--- src/rtl/gpio_cmd_regfile_pkg.sv ---
// Shared opcodes, GPIO field positions and FSM states for the GPIO command register file.
package gpio_cmd_regfile_pkg;

   localparam int STRB_BIT = 23;
   localparam int OP_HI    = 31;
   localparam int OP_LO    = 24;

   localparam logic [7:0] OP_SOFT_RST  = 8'h01;
   localparam logic [7:0] OP_EN_TX     = 8'h02;
   localparam logic [7:0] OP_EN_RX     = 8'h03;
   localparam logic [7:0] OP_PHASE     = 8'h04;
   localparam logic [7:0] OP_RUN_LOG   = 8'h05;
   localparam logic [7:0] OP_READ_LOG  = 8'h06;
   localparam logic [7:0] OP_BER_LATCH = 8'h07;
   localparam logic [7:0] OP_BER_READ  = 8'h08;
   localparam logic [7:0] OP_STATUS    = 8'h09;

   typedef enum logic [1:0] {S_IDLE, S_EXEC, S_MEM_WAIT} state_t;

endpackage

--- src/rtl/gpio_cmd_regfile_ber_snapshot_mux.sv ---
// Coherent snapshot of all BER counters plus 32-bit word selection for readback.
module ber_snapshot_mux #(
   parameter int NB_GPIO = 32,
   parameter int NB_CH   = 2,
   parameter int NB_CNT  = 64,
   parameter int CH_W    = 2
) (
   input  logic                    clk,
   input  logic                    rst_n,
   input  logic                    latch,
   input  logic [NB_CH*NB_CNT-1:0] samp,
   input  logic [NB_CH*NB_CNT-1:0] err,
   input  logic [CH_W+1:0]         sel,
   output logic [NB_GPIO-1:0]      word
);
   localparam int NB_W = 2*NB_GPIO;

   logic [NB_CH-1:0][NB_W-1:0] samp_q, err_q;
   logic [CH_W-1:0]            ch;
   logic [NB_W-1:0]            cnt;

   always_ff @(posedge clk or negedge rst_n) begin
      if (!rst_n) begin
         samp_q <= '0;
         err_q  <= '0;
      end else if (latch) begin
         for (int c = 0; c < NB_CH; c++) begin
            samp_q[c] <= NB_W'(samp[c*NB_CNT +: NB_CNT]);
            err_q[c]  <= NB_W'(err[c*NB_CNT +: NB_CNT]);
         end
      end
   end

   // channel field is one bit wider than needed so out-of-range indices read as zero
   assign ch = sel[CH_W+1:2];

   always_comb begin
      cnt = '0;
      for (int c = 0; c < NB_CH; c++)
         if (ch == CH_W'(c)) cnt = sel[1] ? err_q[c] : samp_q[c];
      word = sel[0] ? cnt[NB_W-1:NB_GPIO] : cnt[NB_GPIO-1:0];
   end

endmodule

--- src/rtl/gpio_cmd_regfile.sv ---
// GPIO command register file: strobed GPO commands drive DSP/log-memory controls and GPI readback.
// Optional macro GPIO_CMD_REGFILE_CMDCNT_EN adds an executed-command counter and STATUS opcode 0x09.
module gpio_cmd_regfile
   import gpio_cmd_regfile_pkg::*;
#(
   parameter int NB_GPIO  = 32,
   parameter int NB_CH    = 2,
   parameter int NB_CNT   = 64,
   parameter int NB_ADDR  = 15,
   parameter int NB_PHASE = 2,
   parameter int RST_CYC  = 16
) (
   input  logic                    clk,
   input  logic                    i_rstn,
   input  logic [NB_GPIO-1:0]      i_gpio,
   input  logic                    i_mem_full,
   input  logic [NB_GPIO-1:0]      i_data_log_from_mem,
   input  logic [NB_CH*NB_CNT-1:0] i_ber_samp,
   input  logic [NB_CH*NB_CNT-1:0] i_ber_error,
   output logic [NB_GPIO-1:0]      o_gpio,
   output logic                    o_soft_rst,
   output logic                    o_enb_tx,
   output logic                    o_enb_rx,
   output logic [NB_PHASE-1:0]     o_phase_sel,
   output logic                    o_run_log,
   output logic                    o_read_log,
   output logic [NB_ADDR-1:0]      o_addr_log_to_mem
);
   localparam int CH_W = $clog2(NB_CH) + 1;
   localparam int RC_W = $clog2(RST_CYC + 1);

   state_t                 state, state_nxt;
   logic                   strb_q, full_q, strb_edge, mem_rise, exec;
   logic [OP_HI-OP_LO:0]   op_q;
   logic [STRB_BIT-1:0]    data_q;
   logic [RC_W-1:0]        rst_cnt;
   logic [NB_GPIO-1:0]     ber_word;
   logic                   unused_data;

   assign strb_edge   = i_gpio[STRB_BIT] & ~strb_q;
   assign mem_rise    = i_mem_full & ~full_q;
   assign exec        = (state == S_EXEC);
   assign o_soft_rst  = (rst_cnt != '0);
   assign unused_data = ^data_q;

   always_ff @(posedge clk or negedge i_rstn) begin
      if (!i_rstn) begin
         state  <= S_IDLE;
         strb_q <= 1'b0;
         full_q <= 1'b0;
         op_q   <= '0;
         data_q <= '0;
      end else begin
         state  <= state_nxt;
         strb_q <= i_gpio[STRB_BIT];
         full_q <= i_mem_full;
         if (state == S_IDLE && strb_edge) begin
            op_q   <= i_gpio[OP_HI:OP_LO];
            data_q <= i_gpio[STRB_BIT-1:0];
         end
      end
   end

   always_comb begin
      state_nxt = state;
      case (state)
         S_IDLE:     if (strb_edge) state_nxt = S_EXEC;
         S_EXEC:     state_nxt = (op_q == OP_READ_LOG) ? S_MEM_WAIT : S_IDLE;
         S_MEM_WAIT: state_nxt = S_IDLE;
         default:    state_nxt = S_IDLE;
      endcase
   end

`ifdef GPIO_CMD_REGFILE_CMDCNT_EN
   logic [7:0]         cmd_cnt;
   logic [NB_GPIO-1:0] status;
   assign status = {cmd_cnt, {(NB_GPIO-13-NB_PHASE){1'b0}}, o_run_log, o_read_log,
                    i_mem_full, o_phase_sel, o_enb_rx, o_enb_tx};

   always_ff @(posedge clk or negedge i_rstn) begin
      if (!i_rstn)   cmd_cnt <= '0;
      else if (exec) cmd_cnt <= cmd_cnt + 8'd1;
   end
`endif

   // command execution wins over a same-cycle i_mem_full rise because it is assigned later
   always_ff @(posedge clk or negedge i_rstn) begin
      if (!i_rstn) begin
         o_gpio            <= '0;
         o_enb_tx          <= 1'b0;
         o_enb_rx          <= 1'b0;
         o_phase_sel       <= '0;
         o_run_log         <= 1'b0;
         o_read_log        <= 1'b0;
         o_addr_log_to_mem <= '0;
         rst_cnt           <= '0;
      end else begin
         if (rst_cnt != '0)        rst_cnt   <= rst_cnt - RC_W'(1);
         if (mem_rise)             o_run_log <= 1'b0;
         if (state == S_MEM_WAIT)  o_gpio    <= i_data_log_from_mem;
         if (exec) begin
            case (op_q)
               OP_SOFT_RST: begin
                  rst_cnt    <= RC_W'(RST_CYC);
                  o_enb_tx   <= 1'b0;
                  o_enb_rx   <= 1'b0;
                  o_run_log  <= 1'b0;
                  o_read_log <= 1'b0;
               end
               OP_EN_TX: o_enb_tx    <= data_q[0];
               OP_EN_RX: o_enb_rx    <= data_q[0];
               OP_PHASE: o_phase_sel <= data_q[NB_PHASE-1:0];
               OP_RUN_LOG: begin
                  o_run_log  <= 1'b1;
                  o_read_log <= 1'b0;
               end
               OP_READ_LOG: begin
                  o_read_log        <= 1'b1;
                  o_run_log         <= 1'b0;
                  o_addr_log_to_mem <= data_q[NB_ADDR-1:0];
               end
               OP_BER_LATCH: o_gpio <= '0;
               OP_BER_READ:  o_gpio <= ber_word;
`ifdef GPIO_CMD_REGFILE_CMDCNT_EN
               OP_STATUS:    o_gpio <= status;
`endif
               default:      o_gpio <= '1;
            endcase
         end
      end
   end

   ber_snapshot_mux #(
      .NB_GPIO(NB_GPIO), .NB_CH(NB_CH), .NB_CNT(NB_CNT), .CH_W(CH_W)
   ) u_snap (
      .clk   (clk),
      .rst_n (i_rstn),
      .latch (exec && op_q == OP_BER_LATCH),
      .samp  (i_ber_samp),
      .err   (i_ber_error),
      .sel   (data_q[CH_W+1:0]),
      .word  (ber_word)
   );

endmodule

--- config.mk ---
export PLATFORM = sky130hd
export DESIGN_NAME = gpio_cmd_regfile
export DESIGN_NICKNAME = d
export VERILOG_FILES = /design/src/rtl/gpio_cmd_regfile_pkg.sv /design/src/rtl/gpio_cmd_regfile_ber_snapshot_mux.sv /design/src/rtl/gpio_cmd_regfile.sv
export SDC_FILE = /design/constraint.sdc
export NUM_CORES = 1
export LEC_CHECK = 0
export CAP_MARGIN = 40
export CELL_PAD_IN_SITES_DETAIL_PLACEMENT = 1
export CELL_PAD_IN_SITES_GLOBAL_PLACEMENT = 1
export CORE_MARGIN = 3
export CORE_UTILIZATION = 40
export DETAILED_ROUTE_END_ITERATION = 16
export GPL_TIMING_DRIVEN = 0
export PLACE_DENSITY_LB_ADDON = 0.2
export SLEW_MARGIN = 10
export SYNTH_ARGS = -nofsm -noshare
export SYNTH_HDL_FRONTEND = slang
export SYNTH_SLANG_ARGS = --single-unit
--- constraint.sdc ---
create_clock -name clk -period 3.25 [get_ports clk]
set_clock_uncertainty 0.05 [all_clocks]
set_input_delay 0.4875 -clock clk [delete_from_list [all_inputs] [get_ports clk]]
set_output_delay 0.4875 -clock clk [all_outputs]
set_load 0.1 [all_outputs]
### After elaboration in Yosys (flattened, before gate mapping)

Cells that the tools add are included.

| word-level totals | value |
|---|---|
| output and inout bits | 54 |
| ROM bits | 0 |
| memories | 0 |
| flip-flop bits (word level) | 341 |
| logic and storage cells | 70 |
| RAM bits | 0 |
| bits in latches | 0 |
| input port bits | 323 |

| cells by class | value |
|---|---|
| $mul | 0 |
| div/mod/pow operators | 0 |
| equality and inequality tests | 12 |
| add/sub/neg operators | 1 |
| multiplexer cells | 20 |
| bitwise logic cells | 4 |
| shift-type cells | 0 |
| reductions and logical operators | 16 |
| magnitude comparators | 0 |

Operators with widths:

| cell | count |
|---|---|
| $mux W64 | 4 |
| $mux W32 | 3 |
| $pmux W32 S3 | 1 |
| $eq A8 B3 Y1 const B | 4 |
| $eq A8 B2 Y1 const B | 2 |
| $mux W5 | 3 |
| $reduce_and A2 Y1 | 5 |
| $eq A8 B1 Y1 const B | 1 |
| $eq A8 B4 Y1 const B | 1 |
| $pmux W1 S2 | 4 |
| $reduce_bool A2 Y1 | 3 |
| $reduce_or A6 Y1 | 1 |
| $reduce_bool A5 Y1 | 1 |
| $sub A5 B1 Y5 const B | 1 |
| $eq A2 B1 Y1 const B | 2 |
| $logic_not A2 Y1 | 2 |
| $mux W2 | 2 |
| $pmux W2 S2 | 1 |
| $reduce_or A2 Y1 | 2 |
| $and A1 B1 Y1 | 2 |
| $eq A2 B2 Y1 const B | 1 |
| $logic_and A1 B1 Y1 | 2 |
| $mux W1 | 2 |
| $ne A2 B2 Y1 const B | 1 |
| $not A1 Y1 | 2 |

### Logic depth before layout (Yosys ltp)

Gate-level depths: netlist of run 1.

| logic depth | value |
|---|---|
| depth after elaboration | 6 |
| gate-level depth with buffers | 7 |
| depth with buffers taken out | 5 |

### Modules after synthesis

A second synthesis of run 1 with hierarchy kept.

| second synthesis, totals | value |
|---|---|
| cell total of the unflattened synthesis | 1,030 |
| area, all modules | 15,471.1 um^2 |

Modules (own cells, without submodules):

| module | area each (um^2) | seq. area each (um^2) | times used | cells an instance |
|---|---|---|---|---|
| ber_snapshot_mux | 11,479.8 | 6,406.1 | 1 | 694 |
| gpio_cmd_regfile | 3,991.3 | 2,127.0 | 1 | 336 |

### Least setup slack after synthesis of run 1

OpenSTA, ideal clock, no wires.

| timing path | value |
|---|---|
| kind | reg-to-reg |
| from | register op_q[7] |
| to | register o_addr_log_to_mem[10] |
| required time | 3.074 ns |
| buffers on the path | 1 |
| setup time | 0.126 ns |
| path slack | 0.979 ns |
| clock period less this slack | 2.271 ns |
| cell stages (with the launch flop) | 6 |
| arrival | 2.095 ns |
| path through | dfrtp_1 or4_4 or3_4 nor3_4 buf_12 mux2_4 |

| between the ends | value |
|---|---|
| longest elaborated chain between the ends | 2 |

RTL lines:

| element | line | RTL |
|---|---|---|
| start: declaration | gpio_cmd_regfile.sv:34 | `logic [OP_HI-OP_LO:0] op_q;` |
| start signal: assignment | gpio_cmd_regfile.sv:58 | `op_q <= i_gpio[OP_HI:OP_LO];` |
| $eq A8 B3 Y1 | gpio_cmd_regfile.sv:102 | `case (op_q)` |
| $reduce_and A2 Y1 (no line) | -- |  |
| end signal: assignment | gpio_cmd_regfile.sv:120 | `o_addr_log_to_mem <= data_q[NB_ADDR-1:0];` |
| end: declaration | gpio_cmd_regfile.sv:27 | `output logic [NB_ADDR-1:0] o_addr_log_to_mem` |

No other way between the ends.
A chain may end at the register's enable or synchronous reset.

### Worst setup path after layout of run 1

| timing path | value |
|---|---|
| from | register data_q[1] |
| to | register o_gpio[10] |

| between the ends | value |
|---|---|
| longest elaborated chain between the ends | 6 |
| elaborated cells between the ends (all ways) | 7 |
| classes of those cells | mux: 7 |

RTL lines:

| element | line | RTL |
|---|---|---|
| start: declaration | gpio_cmd_regfile.sv:35 | `logic [STRB_BIT-1:0] data_q;` |
| start signal: assignment | gpio_cmd_regfile.sv:59 | `data_q <= i_gpio[STRB_BIT-1:0];` |
| $mux W64 (2 in series) | gpio_cmd_regfile_ber_snapshot_mux.sv:40 | `if (ch == CH_W'(c)) cnt = sel[1] ? err_q[c] : samp_q[c];` |
| $mux W64 (*) | gpio_cmd_regfile_ber_snapshot_mux.sv:40 |  |
| $mux W32 (*) | gpio_cmd_regfile_ber_snapshot_mux.sv:41 | `word = sel[0] ? cnt[NB_W-1:NB_GPIO] : cnt[NB_GPIO-1:0];` |
| $pmux W32 S3 (*) | gpio_cmd_regfile.sv:102 |  |
| $mux W32 (*) | gpio_cmd_regfile.sv:101 | `if (exec) begin` |
| end signal: assignment | gpio_cmd_regfile.sv:100 | `if (state == S_MEM_WAIT) o_gpio <= i_data_log_from_mem;` |
| end signal: assignment | gpio_cmd_regfile.sv:123 | `OP_BER_READ: o_gpio <= ber_word;` |
| end: declaration | gpio_cmd_regfile.sv:20 | `output logic [NB_GPIO-1:0] o_gpio,` |

Every way passes the cells marked *; elsewhere a longest branch is shown, timed or not.

==> results of run 1 <==
state kept, by name (all words and copies together), names as in the netlist:
name	flops
data_q	15
full_q	1
o_addr_log_to_mem	15
o_enb_rx	1
o_enb_tx	1
o_gpio	32
o_phase_sel	2
o_read_log	1
o_run_log	1
op_q	8
rst_cnt	5
state	2
strb_q	1
u_snap.err_q	128
u_snap.samp_q	128
power by group:
part | internal (mW) | total (mW) | leakage, nW | switching [mW]
Sequential | 4.70 | 4.97 | 3.99 | 0.272
Clock | 2.81 | 4.58 | 0.659 | 1.76
Combinational | 1.65 | 3.66 | 4.81 | 2.01
Total | 9.17 | 13.2 | 9.46 | 4.04
cell usage after synthesis, drive strengths merged (2+ instances only):
library cell  count  area, sq um
or3               2         17.5
nor4              2         27.5
nor4b             2         17.5
or3b              2         17.5
nand2             9         36.3
or4               2         18.8
clkbuf           39          146
mux2            292         3320
dfrtp           341         8530
mux2i           158         1580
nor2              8         30.0
nand2b            2         12.5
o22ai            63          394
nand3b            3         22.5
o211ai           32          240
xnor2             4         35.0
inv               8         30.0
o21ai            42          210
nor3              4         31.3
buf              40          277
metrics by stage:
stage | power [mW] | setup TNS [ns]
floorplan | 6.95 | 0
global placement | 8.07 | -4619.99
detailed placement | 8.71 | -0.0327
CTS | 13.3 | 0
global route | 13.7 | 0
finish | 13.2 | 0
critical path, delay by kind of cell (launching register included):
kind / cells / cell delay (ns)
compound gates: 3 / 0.68
flops: 1 / 0.33
buf+inv: 3 / 1.44
mux: 1 / 0.27
how the worst max path moves through the flow:
stage,from,slack [ns],end,cells past startpoint
floorplan,op_q[7],0.98,o_addr_log_to_mem[10],5
global placement,i_rstn,-13.58,u_snap.err_q[78],1
detailed placement,op_q[0],-0.03,o_gpio[10],6
CTS,op_q[0],0.009,o_gpio[10],6
global route,data_q[1],0.006,o_gpio[20],7
finish,data_q[1],0.32,o_gpio[10],7
per-layer routing:
metal / vias to the layer above / global-route usage (%) / wire [um]
li1: 4896 / - / -
met1: 5668 / 31.3 / 21200
met2: 303 / 45.6 / 26700
met3: 82 / 5.90 / 2920
met4: 22 / 6.40 / 951
met5: - / 0 / 131
area by class of cell:
| class | count | area [sq um] | share of cell area (%) |
|---|---|---|---|
| inverters | 8 | 30.0 | 0.137 |
| flip-flops and latches | 341 | 8530 | 38.9 |
| diodes | 10 | 25.0 | 0.114 |
| well taps | 504 | 631 | 2.87 |
| multi-input cells | 640 | 6140 | 28.0 |
| clock inverters | 8 | 118 | 0.536 |
| plain buffers | 79 | 423 | 1.93 |
| repair buffers | 435 | 4820 | 22.0 |
| clock buffers | 61 | 1220 | 5.56 |
logic make-up after synthesis:
kind of cell	after synthesis
buffers and inverters	87
multiplexers	451
adder cells (fa/ha/maj)	1
AO/OA/AOI/OAI	145
flip-flops	341
AND/OR/NAND/NOR	39
XOR/XNOR	4
placed cells by master, fill, tap and decap left out, types with 9 or more instances in the layout:
cell type	n
clkdlybuf4s50_1	367
dfrtp_1	341
mux2_2	244
mux2i_1	158
o22ai_1	63
clkbuf_1	47
buf_8	47
o21ai_0	42
clkbuf_16	41
mux2_1	39
o211ai_1	32
buf_6	16
buf_2	13
buf_16	13
clkbuf_8	12
buf_1	11
diode_2	10
mux2_4	9
what timing repair did:
action,4_1_cts,5_1_grt
hold endpoints to repair,68,0
endpoints found under the setup margin,0,3
gates resized for setup,0,1
hold buffers,1,0
setup buffers,0,0
==> qor.yml, run 1 <==
layout:
  fin_nets: 1869
  final_cells: 2086
  area_growth_pct: 45.2
  final_util_pct: 59.4
  drive_above_1_share_pct: 26.7
  fillers: 3645
  design_area_sq_um: 21900
pwr:
  power_density_nw_per_um2: 602
  power.leakage_nw: 9.46
  peakVddDrop_v: 0.000331
yosys:
  async_flop_share_pct: 100
  ys_warn_count: 0
  muxShareOfSynthArea_pct: 32.6
  syn_nets: 1392
  synth-xor-area-share_pct: 0.232
  synth_edf_count: 0
  synth_compound_area_share_pct: 5.98
  synth_area_sq_um: 15100
  postSynthAreaPerCell_sq_um: 14.2
  synth_seq_cells: 341
  synth_cell_types: 44
  synth-main-ff-cell: "dfrtp_1"
  yosysSeqAreaShare_pct: 56.5
  synth_top_family_by_area: "multiplexers"
  synth_fa_ha_area_share_pct: 0.0828
  yosys.area_share.simple_pct: 1.66
  syn_inst: 1068
worst_setup_path:
  reg2reg_from: "data_q[1]"
  cp.required_ns: 3.56
  cp-end-kind: "flip-flop"
  crit_type: "flip-flop to flip-flop"
  path_cells: "clkbuf_1, clkbuf_1, buf_1, mux2i_1, o22ai_1, o21ai_0, o211ai_1"
  r2r_end: "o_gpio[10]"
  crit_top_cell: "clkbuf_1"
  reg2reg_depth: 7
  cp_max_fo: 10
  worstPathArrival_ns: 3.24
  cpPeakStageDelay_ns: 0.73
  crit_path_top_delay_cell: "buf_1"
  critPathLaunchType: "flip-flop"
  worst-r2r-setup-slack_ns: 0.32
clocking:
  worstSkewPairLatency_ns: 0.53
  clk_path_buf_depth: 3
  cts_buffers: 40
  h-tree-depth: 2
  numClockSinks: 341
  cts_root_buf: "clkbuf_16"
  clk_pin_slew_worst_paths_ns: 0.06
  cts_tree: "done"
timing:
  finalMaxSlewViolations: 0
  min_period_ns: 2.93
  final_hold_viol_count: 0
  setup_slack_ns: 0.317
  setup_viol: 0
  worst_pin_slew_ns: 0.886
  hold_slack_ns: 0.391
  relSlewSlack_pct: 40.9
  rsz0062_at_grt: "no"
  post-route-period-util_pct: 90.3
  max_freq_mhz: 341
placement:
  dp_cells: 2006
  numPortBuffers: 368
  place_area_sq_um: 20600
  dp_slack_ns: -0.0327
  place_hpwl_um: 38200
  gp_congestion: 0.748
die:
  core_area_sq_um: 37000
  initial_core_util_pct: 40.9
  placementRows: 70
  die_area_sq_um: 40200
  ioPinCount: 377
  die_y_um: 200
  dieWidth_um: 200
detailed_routing:
  first_pass_iters: 4
  wire_per_inst_um: 24.9
  dr_total_vias: 11000
  drc_errors: 0
  dr.first_iter.drc_count: 396
  via_per_inst: 5.26
  routed_wl_um: 51900
  ant_nets: 0
flow_run:
  drv_cap: 0
min_path:
  worstHoldPathCells: 1
  worstHoldStart: "i_gpio[23]"
  min_to: "strb_q"
  hold_class: "input port to flip-flop"
global_route:
  grt_overflow: 0
  grt_first_pass_wirelength_um: 78400
  track_usage_pct: 25.5
  grt_antenna_before_repair: 20
  grt_pass1_vias: 12600
  grt_start_max_net_pins: 97
status:
  run_status: "finished, final reports clean"
Note: power is estimated with default switching activity, not from simulation.
==> run 2: changes to the inputs <==
--- a/config.mk
+++ b/config.mk
@@ -9,11 +9,12 @@
 export CELL_PAD_IN_SITES_DETAIL_PLACEMENT = 1
 export CELL_PAD_IN_SITES_GLOBAL_PLACEMENT = 1
 export CORE_MARGIN = 3
-export CORE_UTILIZATION = 40
+export CORE_UTILIZATION = 41
 export DETAILED_ROUTE_END_ITERATION = 16
 export GPL_TIMING_DRIVEN = 0
 export PLACE_DENSITY_LB_ADDON = 0.2
 export SLEW_MARGIN = 10
 export SYNTH_ARGS = -nofsm -noshare
 export SYNTH_HDL_FRONTEND = slang
+export SYNTH_HIERARCHICAL = 1
 export SYNTH_SLANG_ARGS = --single-unit
==> qor.yml, run 2 <==
status:
  run_status: "finished, final reports clean"
global_route:
  grt_pass1_vias: 12500  # -0.52%
  grt_overflow: 0  # unchanged
  grt_start_max_net_pins: 105  # +8.2%
  grt_antenna_before_repair: 20  # unchanged
  grt_first_pass_wirelength_um: 79300  # +1.1%
  track_usage_pct: 25.9  # +0.40 points
yosys:
  syn_nets: 1354  # -2.7%
  yosysSeqAreaShare_pct: 55.2  # -1.3 points
  syn_inst: 1030  # -3.6%
  async_flop_share_pct: 100  # unchanged
  ys_warn_count: 6  # +6
  synth_edf_count: 0  # unchanged
  yosys-top-cells-count: "dfrtp_1 (341), mux2_2 (288), nand2_1 (102)"
  synth_area_leaders: "dfrtp_1 (55%), mux2_2 (21%), mux4_2 (8.7%), a32oi_2 (3.2%), nand2_1 (2.5%)"
  synth_area_sq_um: 15500  # +2.4%
  yosysMostFrequentCell: "dfrtp_1"
  synth-main-ff-cell: "dfrtp_1"
  synth_top_area_cell: "dfrtp_1"
  synth_seq_cells: 341  # unchanged
  postSynthAreaPerCell_sq_um: 15.0  # +6.1%
  synth_top_area_share_pct: 55.2  # -1.3 points
  synth_cell_types: 47  # +6.8%
worst_setup_path:
  r2r_end: "u_snap/samp_q[15]"
  worstPathArrival_ns: 2.59  # -0.65 ns
  cp-end-kind: "output pin"
  worst-r2r-setup-slack_ns: 0.31  # about the same
  crit_type: "flip-flop to output pin"
  reg2reg_from: "op_q[7]"
  critPathLaunchType: "flip-flop"
  cp.required_ns: 2.71  # -0.85 ns
  cp_max_fo: 4  # -6
  reg2reg_depth: 7  # unchanged
die:
  core_area_sq_um: 36900  # -0.24%
  placementRows: 70  # unchanged
  dieWidth_um: 200  # about the same
  die_y_um: 200  # about the same
  initial_core_util_pct: 42.0  # +1.1 points
  die_area_sq_um: 40100  # -0.13%
  ioPinCount: 377  # unchanged
timing:
  setup_viol: 0  # unchanged
  final_hold_viol_count: 0  # unchanged
  max_freq_mhz: 320  # -6.2%
  finalMaxSlewViolations: 0  # unchanged
  post-route-period-util_pct: 96.2  # +6.0 points
  rsz0062_at_grt: "no"
  worst_pin_slew_ns: 0.818  # -0.0678 ns
  min_period_ns: 3.13  # +0.194 ns
  relSlewSlack_pct: 45.5  # +4.5 points
layout:
  mostFrequentLayoutCell: "clkdlybuf4s50_1"
  layout_common_cells: "clkdlybuf4s50_1 (367), dfrtp_1 (341), mux2_2 (288)"
  reg_top3: "u_snap/err_q (128), u_snap/samp_q (128), o_gpio (32)"
  fin_nets: 1822  # -2.5%
  final_util_pct: 60.6  # +1.2 points
  area_growth_pct: 44.4
  drive_above_1_share_pct: 36.7  # +10 points
pwr:
  combPwrFrac_pct: 19.2  # -8.5 points
  finalPower_mw: 11.6  # -12%
  power.share.sequential_pct: 40.8  # +3.2 points
  power.leakage_nw: 10.2  # +7.6%
  power_density_nw_per_um2: 518  # -14%
  p_int_mw: 8.47  # -7.6%
  peakVddDrop_v: 0.000291  # -12%
  p_clk_share_pct: 39.9  # +5.3 points
  switching_share_pct: 26.8  # -3.8 points
  p_switching_mw: 3.11  # -23%
clocking:
  worstSkewPairLatency_ns: 0.53  # about the same
  cts_root_buf: "clkbuf_16"
  clk_pin_slew_worst_paths_ns: 0.06  # about the same
  numClockSinks: 341  # unchanged
  cts_buffers: 40  # unchanged
  cts_setup_buffers: 0  # unchanged
  cts_tree: "done"
  clk_path_buf_depth: 3  # unchanged
  h-tree-depth: 2  # unchanged
detailed_routing:
  via_per_inst: 5.33  # +1.3%
  dr.first_iter.drc_count: 478  # +21%
  first_pass_iters: 4  # unchanged
  routed_wl_um: 52400  # +0.99%
  wire_per_inst_um: 25.7  # +3.4%
  drc_errors: 0  # unchanged
  dr_total_vias: 10800  # -1.1%
  ant_nets: 0  # unchanged
placement:
  place_hpwl_um: 37600  # -1.4%
  gp_congestion: 0.805  # +7.7%
  numPortBuffers: 368  # unchanged
min_path:
  min_to: "full_q"
  hold_class: "input port to flip-flop"
  worstHoldStart: "i_mem_full"
  worstHoldPathCells: 1  # unchanged
flow_run:
  drv_cap: 0  # unchanged
-- run 2: cell types whose count changed after synthesis, moves of 10 or more --
cell and change:
o22ai_1 -62, buf_2 +26, mux2i_1 -122, nand2_1 +94
o21ai_0 -40, mux2_1 -33, nor2_1 +29, mux4_2 +59
clkbuf_1 -21, a32oi_2 +30, o211ai_1 -32, mux2_2 +44
buf_1 -10
-- run 2: cell families (layout without fill, tap and decap cells) --
logic type	count (synthesis)	count (layout)	share of synthesized area (%)
muxes	392	392	32.8
buffers and inverters	82	576	2.98
other	0	9	0
and+or+nand+nor	165	165	4.87
adders and majority gates	1	1	0.0809
DFF	341	341	55.2
AOI/OAI and AO/OA	47	47	4.00
xor gates and xnor gates	2	2	0.113
-- run 2: power groups by stage --
stage	registers, mW	logic, mW	clock network, mW
finish	4.73	2.23	4.62
global route	4.76	2.36	4.92
CTS	4.73	2.25	4.71
detailed placement	4.79	2.22	0
global placement	4.78	1.96	0
floorplan	5.01	0.888	0
-- run 2: worst max-delay path: stages (launching register included) --
cell	delay (ns)
dfrtp_1	0.40
inv_1	0.09
ha_1	0.24
nor4b_2	0.46
inv_1	0.19
clkdlybuf4s50_1	0.50
buf_8	0.19
-- run 2: area by class of cell --
class / instances / area [sq um]
Multi-Input combinational cell: 607 / 6490
Inverter: 10 / 38.8
Clock buffer: 56 / 1170
Sequential cell: 341 / 8530
Antenna cell: 9 / 22.5
Fill cell: 3463 / 14500
Clock inverter: 12 / 169
Timing Repair Buffer: 426 / 4870
Buffer: 72 / 423
Tap cell: 504 / 631
-- run 2: how the worst max path moves through the flow --
stage | start | end | slack (ns)
2_1_floorplan | op_q[7] | u_snap/err_q[0] | 1.03
3_3_place_gp | i_rstn | u_snap/samp_q[108] | -13.85
3_5_place_dp | op_q[7] | u_snap/err_q[98] | -0.08
4_1_cts | rst_cnt[0] | o_soft_rst | 0.1
5_1_grt | rst_cnt[0] | o_soft_rst | 0.02
6_report | rst_cnt[0] | o_soft_rst | 0.12
-- run 2: what timing repair did --
| action | 4_1_cts | 5_1_grt |
|---|---|---|
| gates cloned | 0 | 0 |
| hold buffers | 1 | 0 |
| gates resized for setup | 2 | 1 |
| hold endpoints to repair | 60 | 0 |
| endpoints found under the setup margin | 74 | 106 |
-- run 2: metal layers --
metal / vias up / GRT usage [%] / part of all wire (%)
met5: - / 0 / 0.25
met4: 22 / 7.90 / 2.7
met3: 94 / 6.55 / 6.0
met2: 333 / 44.7 / 51
met1: 5693 / 32.3 / 40
li1: 4706 / - / -
-- run 2: through the flow --
stage | setup TNS (ns) | std cells | worst slack, ns | cell area (sq um) | hold slack [ns]
2_1_floorplan | 0 | 1030 | 1.03 | 15500 | 0.142
3_3_place_gp | -4703.74 | 1902 | -13.85 | 19800 | 0.413
3_5_place_dp | -1.30 | 1959 | -0.0751 | 21000 | 0.414
4_1_cts | 0 | 2028 | 0.0974 | 22300 | 0.375
5_1_grt | 0 | 2036 | 0.0161 | 22300 | 0.390
6_report | 0 | 2037 | 0.123 | 22300 | 0.389
==> run 3: changes to the inputs <==
--- a/config.mk
+++ b/config.mk
@@ -12,8 +12,8 @@
 export CORE_UTILIZATION = 41
 export DETAILED_ROUTE_END_ITERATION = 16
 export GPL_TIMING_DRIVEN = 0
-export PLACE_DENSITY_LB_ADDON = 0.2
-export SLEW_MARGIN = 10
+export PLACE_DENSITY_LB_ADDON = 0.1
+export SLEW_MARGIN = 20
 export SYNTH_ARGS = -nofsm -noshare
 export SYNTH_HDL_FRONTEND = slang
 export SYNTH_HIERARCHICAL = 1
==> qor.yml, run 3 (synthesis results as in run 2) <==
status:
  run_status: "finished, final reports clean"
min_path:
  hold_class: "input port to flip-flop"
timing:
  setup_viol: 0  # unchanged
  relSlewSlack_pct: 43.2  # -2.3 points
  fin_tns_setup_ns: 0  # unchanged
  min_period_ns: 3.07  # -0.0556 ns
  worst_pin_slew_ns: 0.852  # +0.0341 ns
  finalMaxSlewViolations: 0  # unchanged
  setup_slack_ns: 0.179  # +0.0556 ns
  post-route-period-util_pct: 94.5  # -1.7 points
  rsz0062_at_grt: "no"
  final_hold_viol_count: 0  # unchanged
  max_freq_mhz: 326  # +1.8%
layout:
  multi_input_area_sq_um: 6500  # +0.14%
  layout_common_cells: "clkdlybuf4s50_1 (367), dfrtp_1 (341), mux2_2 (288)"
  fillers: 3469  # +0.17%
  drive_above_1_share_pct: 36.6  # -0.17 points
  reg_top3: "u_snap/err_q (128), u_snap/samp_q (128), o_gpio (32)"
  final_util_pct: 60.5  # -0.15 points
  area_growth_pct: 44.1
  design_area_sq_um: 22300  # -0.24%
  mostFrequentLayoutCell: "clkdlybuf4s50_1"
  final_cells: 2042  # +0.25%
  fin_nets: 1824  # +0.11%
  regArea_sq_um: 8530  # unchanged
clocking:
  cts_setup_buffers: 0  # unchanged
  numClockSinks: 341  # unchanged
  cts_tree: "done"
  cts_buffers: 40  # unchanged
  clk_path_buf_depth: 3  # unchanged
  cts_root_buf: "clkbuf_16"
  clk_pin_slew_worst_paths_ns: 0.06  # about the same
  worstSkewPairLatency_ns: 0.55  # +0.02 ns
  h-tree-depth: 2  # unchanged
placement:
  dp_cells: 1961  # +0.10%
  numPortBuffers: 368  # unchanged
  place_hpwl_um: 37400  # -0.78%
  dp_slack_ns: -0.112  # -0.0367 ns
  gp_congestion: 0.765  # -5.1%
  place_area_sq_um: 20900  # -0.17%
detailed_routing:
  dr.first_iter.drc_count: 378  # -21%
  wire_per_inst_um: 25.0  # -2.8%
  ant_nets: 0  # unchanged
  dr_total_vias: 10700  # -1.5%
  drc_errors: 0  # unchanged
  via_per_inst: 5.23  # -1.7%
  routed_wl_um: 51000  # -2.6%
  first_pass_iters: 4  # unchanged
global_route:
  grt_first_pass_wirelength_um: 77600  # -2.0%
  grt_overflow: 0  # unchanged
  grt_antenna_before_repair: 12  # -40%
  grt_start_max_net_pins: 91  # -13%
  grt_pass1_vias: 12400  # -0.82%
  track_usage_pct: 25.5  # -0.44 points
die:
  die_y_um: 200  # unchanged
  initial_core_util_pct: 42.0  # unchanged
  core_area_sq_um: 36900  # unchanged
  die_area_sq_um: 40100  # unchanged
  ioPinCount: 377  # unchanged
  placementRows: 70  # unchanged
  dieWidth_um: 200  # unchanged
worst_setup_path:
  cp_max_fo: 4  # unchanged
  worstPathArrival_ns: 2.53  # -0.06 ns
  crit_type: "flip-flop to output pin"
  critPathLaunchType: "flip-flop"
  cp-end-kind: "output pin"
  worst-r2r-setup-slack_ns: 0.28  # -0.03 ns
  cp.required_ns: 2.71  # about the same
pwr:
  peakVddDrop_v: 0.000459  # +58%
  power_density_nw_per_um2: 515  # -0.66%
  power.leakage_nw: 10.2  # -0.24%
flow_run:
  drv_cap: 0  # unchanged
-- run 3: cell count changes in the layout (fill, tap and decap cells not counted), sizes merged --
cell / before / now
buf: 112 / 114
bufinv: 4 / 2
clkbuf: 74 / 82
clkinv: 7 / 4
diode: 9 / 7
inv: 9 / 11
-- run 3: area by class of cell --
type	count	area share (%)
buffer	72	1.90
multi-input combinational	607	29.1
clock buffer	64	5.44
tap	504	2.83
antenna	7	0.0786
inverter	10	0.174
timing repair buffer	428	21.7
clock inverter	9	0.483
sequential	341	38.3
-- run 3: through the flow --
stage / hold slack (ns) / power, mW
finish: 0.388 / 11.5
global route: 0.404 / 11.9
CTS: 0.360 / 11.6
detailed placement: 0.374 / 7.02
global placement: 0.417 / 6.74
floorplan: 0.142 / 5.90
-- run 3: power breakdown --
part	internal (mW)	leakage [nW]	switching, mW	total, mW
combinational	1.13	5.01	1.10	2.22
clock	2.72	0.642	1.80	4.52
sequential	4.53	4.51	0.201	4.73
-- run 3: final timing paths --
path | start | end | cells past startpoint
worst max register to register | op_q[7] | u_snap/samp_q[109] | 7
worst min-delay path | i_mem_full | full_q | 1
min in group asynchronous | i_rstn | o_addr_log_to_mem[9] | 2
max in group asynchronous | i_rstn | u_snap/samp_q[46] | 4
worst max-delay path | rst_cnt[0] | o_soft_rst | 6
worst min register to register | u_snap/samp_q[85] | u_snap/samp_q[85] | 1
-- run 3: routing by layer --
metal  global-route usage [%]  part of all wire (%)  vias up
met1                     31.5                    41     5551
met5                        0                  0.14        -
li1                         -                     -     4725
met3                     6.08                   6.1       78
met2                     44.9                    51      319
met4                     7.03                   2.1       14
-- run 3: repair_timing --
item                       CTS  global route
resized for setup            2             2
setup endpoints to repair   70            80
hold endpoints to repair    46             0
hold buffers                 1             0
cloned                       0             0
-- run 3: critical path: stages, from the launching register on --
cell and delay [ns]:
dfrtp_1 0.39, inv_1 0.09, ha_1 0.24, nor4b_4 0.30, inv_1 0.15, clkdlybuf4s50_1 0.58, buf_16 0.23
